## config.mk

```make
export PLATFORM = sky130hd
export DESIGN_NAME = dual_port_ram_fifo_ctrl
export DESIGN_NICKNAME = d
export VERILOG_FILES = /design/src/rtl/dual_port_ram_fifo_ctrl.sv
export SDC_FILE = /design/constraint.sdc
export NUM_CORES = 1
export LEC_CHECK = 0
export CAP_MARGIN = 40
export CELL_PAD_IN_SITES_DETAIL_PLACEMENT = 2
export CELL_PAD_IN_SITES_GLOBAL_PLACEMENT = 2
export CORE_MARGIN = 10
export CORE_UTILIZATION = 21
export CTS_BUF_LIST = sky130_fd_sc_hd__clkbuf_8 sky130_fd_sc_hd__clkbuf_16
export CTS_CLUSTER_DIAMETER = 60
export DETAILED_ROUTE_END_ITERATION = 8
export PLACE_DENSITY = 0.8
export SLEW_MARGIN = 20
export SYNTH_ARGS = -nofsm -noshare
export SYNTH_HDL_FRONTEND = slang
export SYNTH_SLANG_ARGS = --single-unit
```

## constraint.sdc

```tcl
create_clock -name clk -period 4.3 [get_ports clk]
set_input_delay 0.645 -clock clk [delete_from_list [all_inputs] [get_ports clk]]
set_output_delay 0.645 -clock clk [all_outputs]
set_load 0.03 [all_outputs]
```

## src/rtl/dual_port_ram_fifo_ctrl.sv

```systemverilog
// -----------------------------------------------------------------------------
// dual_port_ram_fifo_ctrl
//
// Synchronous FIFO controller that drives an external dual_port_ram. It turns
// push/pop requests into RAM write/read cycles and keeps the read/write
// pointers, occupancy, status flags and sticky error flags. The words
// themselves live only in the external RAM. This block holds no data array.
//
// Handshake: wr_en and rd_en are requests. A request is accepted in a cycle
// when its flag allows it: a push is accepted when ~full, and a pop is
// accepted when ~empty. Both flags are the values seen before the edge.
// An accepted pop returns its word one cycle later on rd_data, qualified by
// rd_valid. There is no back-pressure on the read return path.
//
// Parameters
//   ADDR_SIZE  RAM address width
//   DATA_SIZE  data word width
//   DEPTH      RAM entries; must equal 2**ADDR_SIZE
//   AFULL_LVL  occupancy at or above which almost_full asserts (1..DEPTH)
//
// Ports
//   clk, rst_n        clock; asynchronous active-low reset
//   wr_en, wr_data    push request and data
//   rd_en             pop request
//   clr_err           synchronous clear of overflow/underflow
//   rd_data, rd_valid popped word (passed through from the RAM) and strobe
//   full, empty       occupancy == DEPTH / occupancy == 0
//   almost_full       occupancy >= AFULL_LVL
//   count             occupancy, 0..DEPTH
//   overflow          sticky: push attempted while full
//   underflow         sticky: pop attempted while empty
//   ram_cs/we/re/oe   RAM controls
//   ram_wr_address    RAM write address
//   ram_rd_address    RAM read address
//   ram_data_in       RAM write data
//   ram_data_out      RAM read data, registered inside the RAM
// -----------------------------------------------------------------------------
module dual_port_ram_fifo_ctrl #(
    parameter int ADDR_SIZE = 4,
    parameter int DATA_SIZE = 8,
    parameter int DEPTH     = 16,
    parameter int AFULL_LVL = 12
) (
    input  logic                 clk,
    input  logic                 rst_n,
    input  logic                 wr_en,
    input  logic [DATA_SIZE-1:0] wr_data,
    input  logic                 rd_en,
    input  logic                 clr_err,
    output logic [DATA_SIZE-1:0] rd_data,
    output logic                 rd_valid,
    output logic                 full,
    output logic                 empty,
    output logic                 almost_full,
    output logic [ADDR_SIZE:0]   count,
    output logic                 overflow,
    output logic                 underflow,
    output logic                 ram_cs,
    output logic                 ram_we,
    output logic                 ram_re,
    output logic                 ram_oe,
    output logic [ADDR_SIZE-1:0] ram_wr_address,
    output logic [ADDR_SIZE-1:0] ram_rd_address,
    output logic [DATA_SIZE-1:0] ram_data_in,
    input  logic [DATA_SIZE-1:0] ram_data_out
);

    localparam logic [ADDR_SIZE:0] PTR_ONE   = {{ADDR_SIZE{1'b0}}, 1'b1};
    localparam logic [ADDR_SIZE:0] DEPTH_CNT = DEPTH[ADDR_SIZE:0];
    localparam logic [ADDR_SIZE:0] AFULL_CNT = AFULL_LVL[ADDR_SIZE:0];

    // -------------------------------------------------------------------------
    // State
    // The pointers are one bit wider than the RAM address. The extra MSB is
    // a wrap bit. It tells a full FIFO (same address, different lap) apart
    // from an empty one (same address, same lap).
    // -------------------------------------------------------------------------
    logic [ADDR_SIZE:0] wr_ptr_q, wr_ptr_d;
    logic [ADDR_SIZE:0] rd_ptr_q, rd_ptr_d;
    logic               rd_valid_q, rd_valid_d;
    logic               overflow_q, overflow_d;
    logic               underflow_q, underflow_d;

    logic [ADDR_SIZE:0] count_w;
    logic               full_w;
    logic               empty_w;
    logic               push_ok;
    logic               pop_ok;

    // -------------------------------------------------------------------------
    // Flag decode from the registered pointers
    // -------------------------------------------------------------------------
    always_comb begin
        count_w = wr_ptr_q - rd_ptr_q;
        empty_w = (wr_ptr_q == rd_ptr_q);
        // Low bits equal with MSBs differing is the same condition as a
        // difference of exactly DEPTH.
        full_w  = (count_w == DEPTH_CNT);
    end

    // -------------------------------------------------------------------------
    // Accept decisions
    // These are gated by rst_n so that the RAM controls are 0 while reset is
    // held, even if a request input is high at that time.
    // -------------------------------------------------------------------------
    always_comb begin
        push_ok = rst_n & wr_en & ~full_w;
        pop_ok  = rst_n & rd_en & ~empty_w;
    end

    // -------------------------------------------------------------------------
    // Next-state logic
    // -------------------------------------------------------------------------
    always_comb begin
        wr_ptr_d    = wr_ptr_q;
        rd_ptr_d    = rd_ptr_q;
        rd_valid_d  = pop_ok;
        overflow_d  = overflow_q;
        underflow_d = underflow_q;

        if (push_ok) begin
            wr_ptr_d = wr_ptr_q + PTR_ONE;
        end
        if (pop_ok) begin
            rd_ptr_d = rd_ptr_q + PTR_ONE;
        end

        // Clear first, then set. This order makes a set win when both
        // happen in the same cycle.
        if (clr_err) begin
            overflow_d  = 1'b0;
            underflow_d = 1'b0;
        end
        if (wr_en && full_w) begin
            overflow_d = 1'b1;
        end
        if (rd_en && empty_w) begin
            underflow_d = 1'b1;
        end
    end

    // -------------------------------------------------------------------------
    // State registers
    // -------------------------------------------------------------------------
    always_ff @(posedge clk or negedge rst_n) begin
        if (!rst_n) begin
            wr_ptr_q    <= '0;
            rd_ptr_q    <= '0;
            rd_valid_q  <= 1'b0;
            overflow_q  <= 1'b0;
            underflow_q <= 1'b0;
        end else begin
            wr_ptr_q    <= wr_ptr_d;
            rd_ptr_q    <= rd_ptr_d;
            rd_valid_q  <= rd_valid_d;
            overflow_q  <= overflow_d;
            underflow_q <= underflow_d;
        end
    end

    // -------------------------------------------------------------------------
    // Outputs
    // -------------------------------------------------------------------------
    always_comb begin
        full           = full_w;
        empty          = empty_w;
        count          = count_w;
        almost_full    = (count_w >= AFULL_CNT);
        overflow       = overflow_q;
        underflow      = underflow_q;
        rd_valid       = rd_valid_q;
        // The RAM registers its read data, so the word of a pop accepted in
        // cycle N is on ram_data_out in cycle N+1. rd_valid_q matches that.
        rd_data        = ram_data_out;

        ram_we         = push_ok;
        ram_re         = pop_ok;
        ram_oe         = pop_ok;
        ram_cs         = push_ok | pop_ok;
        ram_wr_address = wr_ptr_q[ADDR_SIZE-1:0];
        ram_rd_address = rd_ptr_q[ADDR_SIZE-1:0];
        ram_data_in    = wr_data;
    end

endmodule

```

==> flow_summary.yaml <==
status:
  status: "finished, final reports clean"
final_layout:
  fin_nets: 136
  fillers: 508
  ff_latch_area_sq_um: 325.3
  multi_input_area_sq_um: 407.9
  antenna_cells: 0
  drive_gt1_frac: 0.07477
  areaGrowthSynthToFinish_pct: 20.97
timing:
  period_share: 0.8977
  max_slew_margin: 0.6211
  finalSetupTns_ns: 0
  setup_viol: 0
  drv_slew: 0
  worstMarginPinSlew_ns: 0.5684
  timing.fmax_mhz: 259.1
  finalHoldViolCount: 0
  min_period_ns: 3.860
  rsz0062_at_grt: "no"
  final.setup_skew_ns: 0.002941
place:
  io_buffers: 27
  gp_congestion: 0.7538
  dp_hpwl_um: 2107
logic_synthesis:
  synthAdderAreaFrac: 0.09961
  ys_ff_latch: 13
  yosysUniqueCellTypes: 24
  syn_inst: 100
  synth_xor_area_frac: 0.09174
  synth_top_family_by_area: "buffers and inverters"
  yosysWarnings: 0
  synth_fp_nets: 128
  synthTopCellsByArea: "dfrtp_1 34%, buf_4 20%, ha_1 7.9%"
  synth-compound-area-share: 0.08257
  synth-simple-area-share: 0.1376
  syn_avg_cell_area_sq_um: 9.547
  yosysTopAreaCellShare: 0.3408
  synth_area_leader_cell: "dfrtp_1"
  synthesis.area_sq_um: 954.7
  synth_mux_area_frac: 0.01573
  yosysSeqAreaShare: 0.3408
global_routing:
  antenna_found_initial: 0
  grt_pass1_vias: 833
  grt_max_degree: 17
  overflow: 0
  grtUsageTotal: 0.06825
  grt_pass1_wl_um: 4202
min_path:
  hold_class: "register to register"
detailed_routing:
  dr.pass1.iters: 3
  viasPerCell: 4.308
  avgRoutedWirePerCell_um: 15.60
  drc: 0
  vias: 685
  ant_nets: 0
  drtIter0Drc: 18
  totalWireLength_um: 2480
flow_run:
  drv_cap: 0
die:
  die_w_um: 87.43
  ioPinCount: 60
  core.rowCount: 24
  die_y_um: 87.43
  dieArea_sq_um: 7643
  initial_core_util: 0.2178
  core_sq_um: 4384
worst_setup_path:
  critPathCaptureType: "output port"
  crit_type: "register to output port"
  ff2ff_setup_slack_ns: 1.56
  max_stage_delay_ns: 0.63
  critPathLaunchType: "register"
  path_max_fanout: 7
  path_cells: "inv_1 -> ha_1 -> inv_1 -> fa_1 -> xnor2_1 -> nand3b_1 -> a2111oi_4 -> o22ai_1 -> clkdlybuf4s50_1"
  timing.critical_path.mode_cell: "inv_1"
  cp_data_required_time_ns: 3.65
  critPathArrivalTime_ns: 3.22
  crit_slowest_cell: "clkdlybuf4s50_1"
clock_network:
  post_cts.repair.setup_buffers: 0
  cts_tree: "yes"
  clk_latency_ns: 0.24
  htreeDepth: 1
  clockBufferDepth: 2
  clock-root-buffer: "clkbuf_8"
  ctsResizeCount: 0
  cts_buffers: 3
  clk_pin_slew_ns: 0.06
  ctsHoldBuffers: 0
  clock_sinks: 13
## layout by cell type, fill, tap and decap left out
master / count
xor2_1: 5
clkdlybuf4s50_1: 27
inv_1: 10
nand4_1: 3
xnor2_1: 5
a21o_1: 2
fa_1: 1
and3_1: 1
nor2_2: 1
and3b_1: 1
buf_4: 1
nand3_1: 3
or3_4: 1
nor2_1: 4
a2111oi_4: 1
dfrtp_1: 13
nand2_1: 7
mux2_4: 1
clkbuf_8: 3
nor3_1: 2
ha_1: 6
a21oi_1: 2
o21ai_0: 4
o22ai_1: 1
and2_1: 1
nand3b_1: 1
## metal layers
metal  global-route usage  share of wire  up-vias
met5                    0              0        -
met4              0.02899         0.0052        0
met3              0.04120           0.13        6
met2               0.1052           0.47       24
met1              0.07358           0.39      340
li1                     -              -      315
## layout make-up
cell class | instances | share of cell area
repair buffers | 28 | 0.2405
flip-flops and latches | 13 | 0.2817
clock buffers | 3 | 0.03575
multi-input cells | 53 | 0.3532
inverters | 9 | 0.02925
well taps | 52 | 0.05634
clock inverters | 1 | 0.003250
## stage by stage
| step | util | setup WS, ns | instances | cell area (sq um) | hold WS (ns) |
|---|---|---|---|---|---|
| after floorplan | - | 0.9978 | 100 | 954.7 | 0.3494 |
| after global placement | 0.2531 | 0.8486 | 155 | 1110 | 0.4805 |
| after detailed placement | 0.2531 | 0.6983 | 155 | 1110 | 0.4824 |
| after CTS | 0.2634 | 0.4056 | 159 | 1155 | 0.4931 |
| after global routing | 0.2634 | 0.2370 | 159 | 1155 | 0.5170 |
| final | 0.2634 | 0.4398 | 159 | 1155 | 0.4872 |
## Yosys cell counts (all sizes together)
| library cell | number |
|---|---|
| a2111oi | 1 |
| a21o | 2 |
| a21oi | 2 |
| and2 | 1 |
| and3 | 1 |
| and3b | 1 |
| buf | 25 |
| dfrtp | 13 |
| fa | 1 |
| ha | 6 |
| inv | 9 |
| mux2 | 1 |
| nand2 | 7 |
| nand3 | 3 |
| nand3b | 1 |
| nand4 | 3 |
| nor2 | 5 |
| nor3 | 2 |
| o21ai | 4 |
| o22ai | 1 |
| or3 | 1 |
| xnor2 | 5 |
| xor2 | 5 |
## worst max-delay path, delay by kind of cell (launching register included)
family	cells	cell delay, ns
and+or+nand+nor	1	0.16
xor gates and xnor gates	1	0.25
adders and majority gates	2	0.56
DFF	1	0.41
buffers and inverters	3	0.79
AOI/OAI and AO/OA	2	0.78
## sequential cells by signal, summed over array words and instances, names as in the netlist
signal / flops
overflow: 1
wr_ptr_q: 5
rd_valid: 1
underflow: 1
rd_ptr_q: 5
## final timing paths
check | startpoint | endpoint | depth (start not counted)
hold reg to reg | wr_ptr_q[4]$_DFFE_PN0P_ | wr_ptr_q[4]$_DFFE_PN0P_ | 1
hold / removal | wr_ptr_q[4]$_DFFE_PN0P_ | wr_ptr_q[4]$_DFFE_PN0P_ | 1
max in group asynchronous | rst_n | rd_ptr_q[3]$_DFFE_PN0P_ | 2
min in group asynchronous | rst_n | wr_ptr_q[3]$_DFFE_PN0P_ | 2
setup / recovery | wr_ptr_q[0]$_DFFE_PN0P_ | ram_cs | 9
setup reg to reg | wr_ptr_q[0]$_DFFE_PN0P_ | wr_ptr_q[1]$_DFFE_PN0P_ | 9
## kinds of logic (layout without fill, tap and decap cells)
logic type / count (synthesis) / in the layout
buf+inv: 34 / 41
simple gates: 25 / 25
flops: 13 / 13
compound gates: 10 / 10
xor+xnor: 10 / 10
fa+ha+maj: 7 / 7
mux: 1 / 1
Power is left out: the tool's default activity adds up to more than one toggle a clock period on the data nets, which glitch-free logic cannot reach.
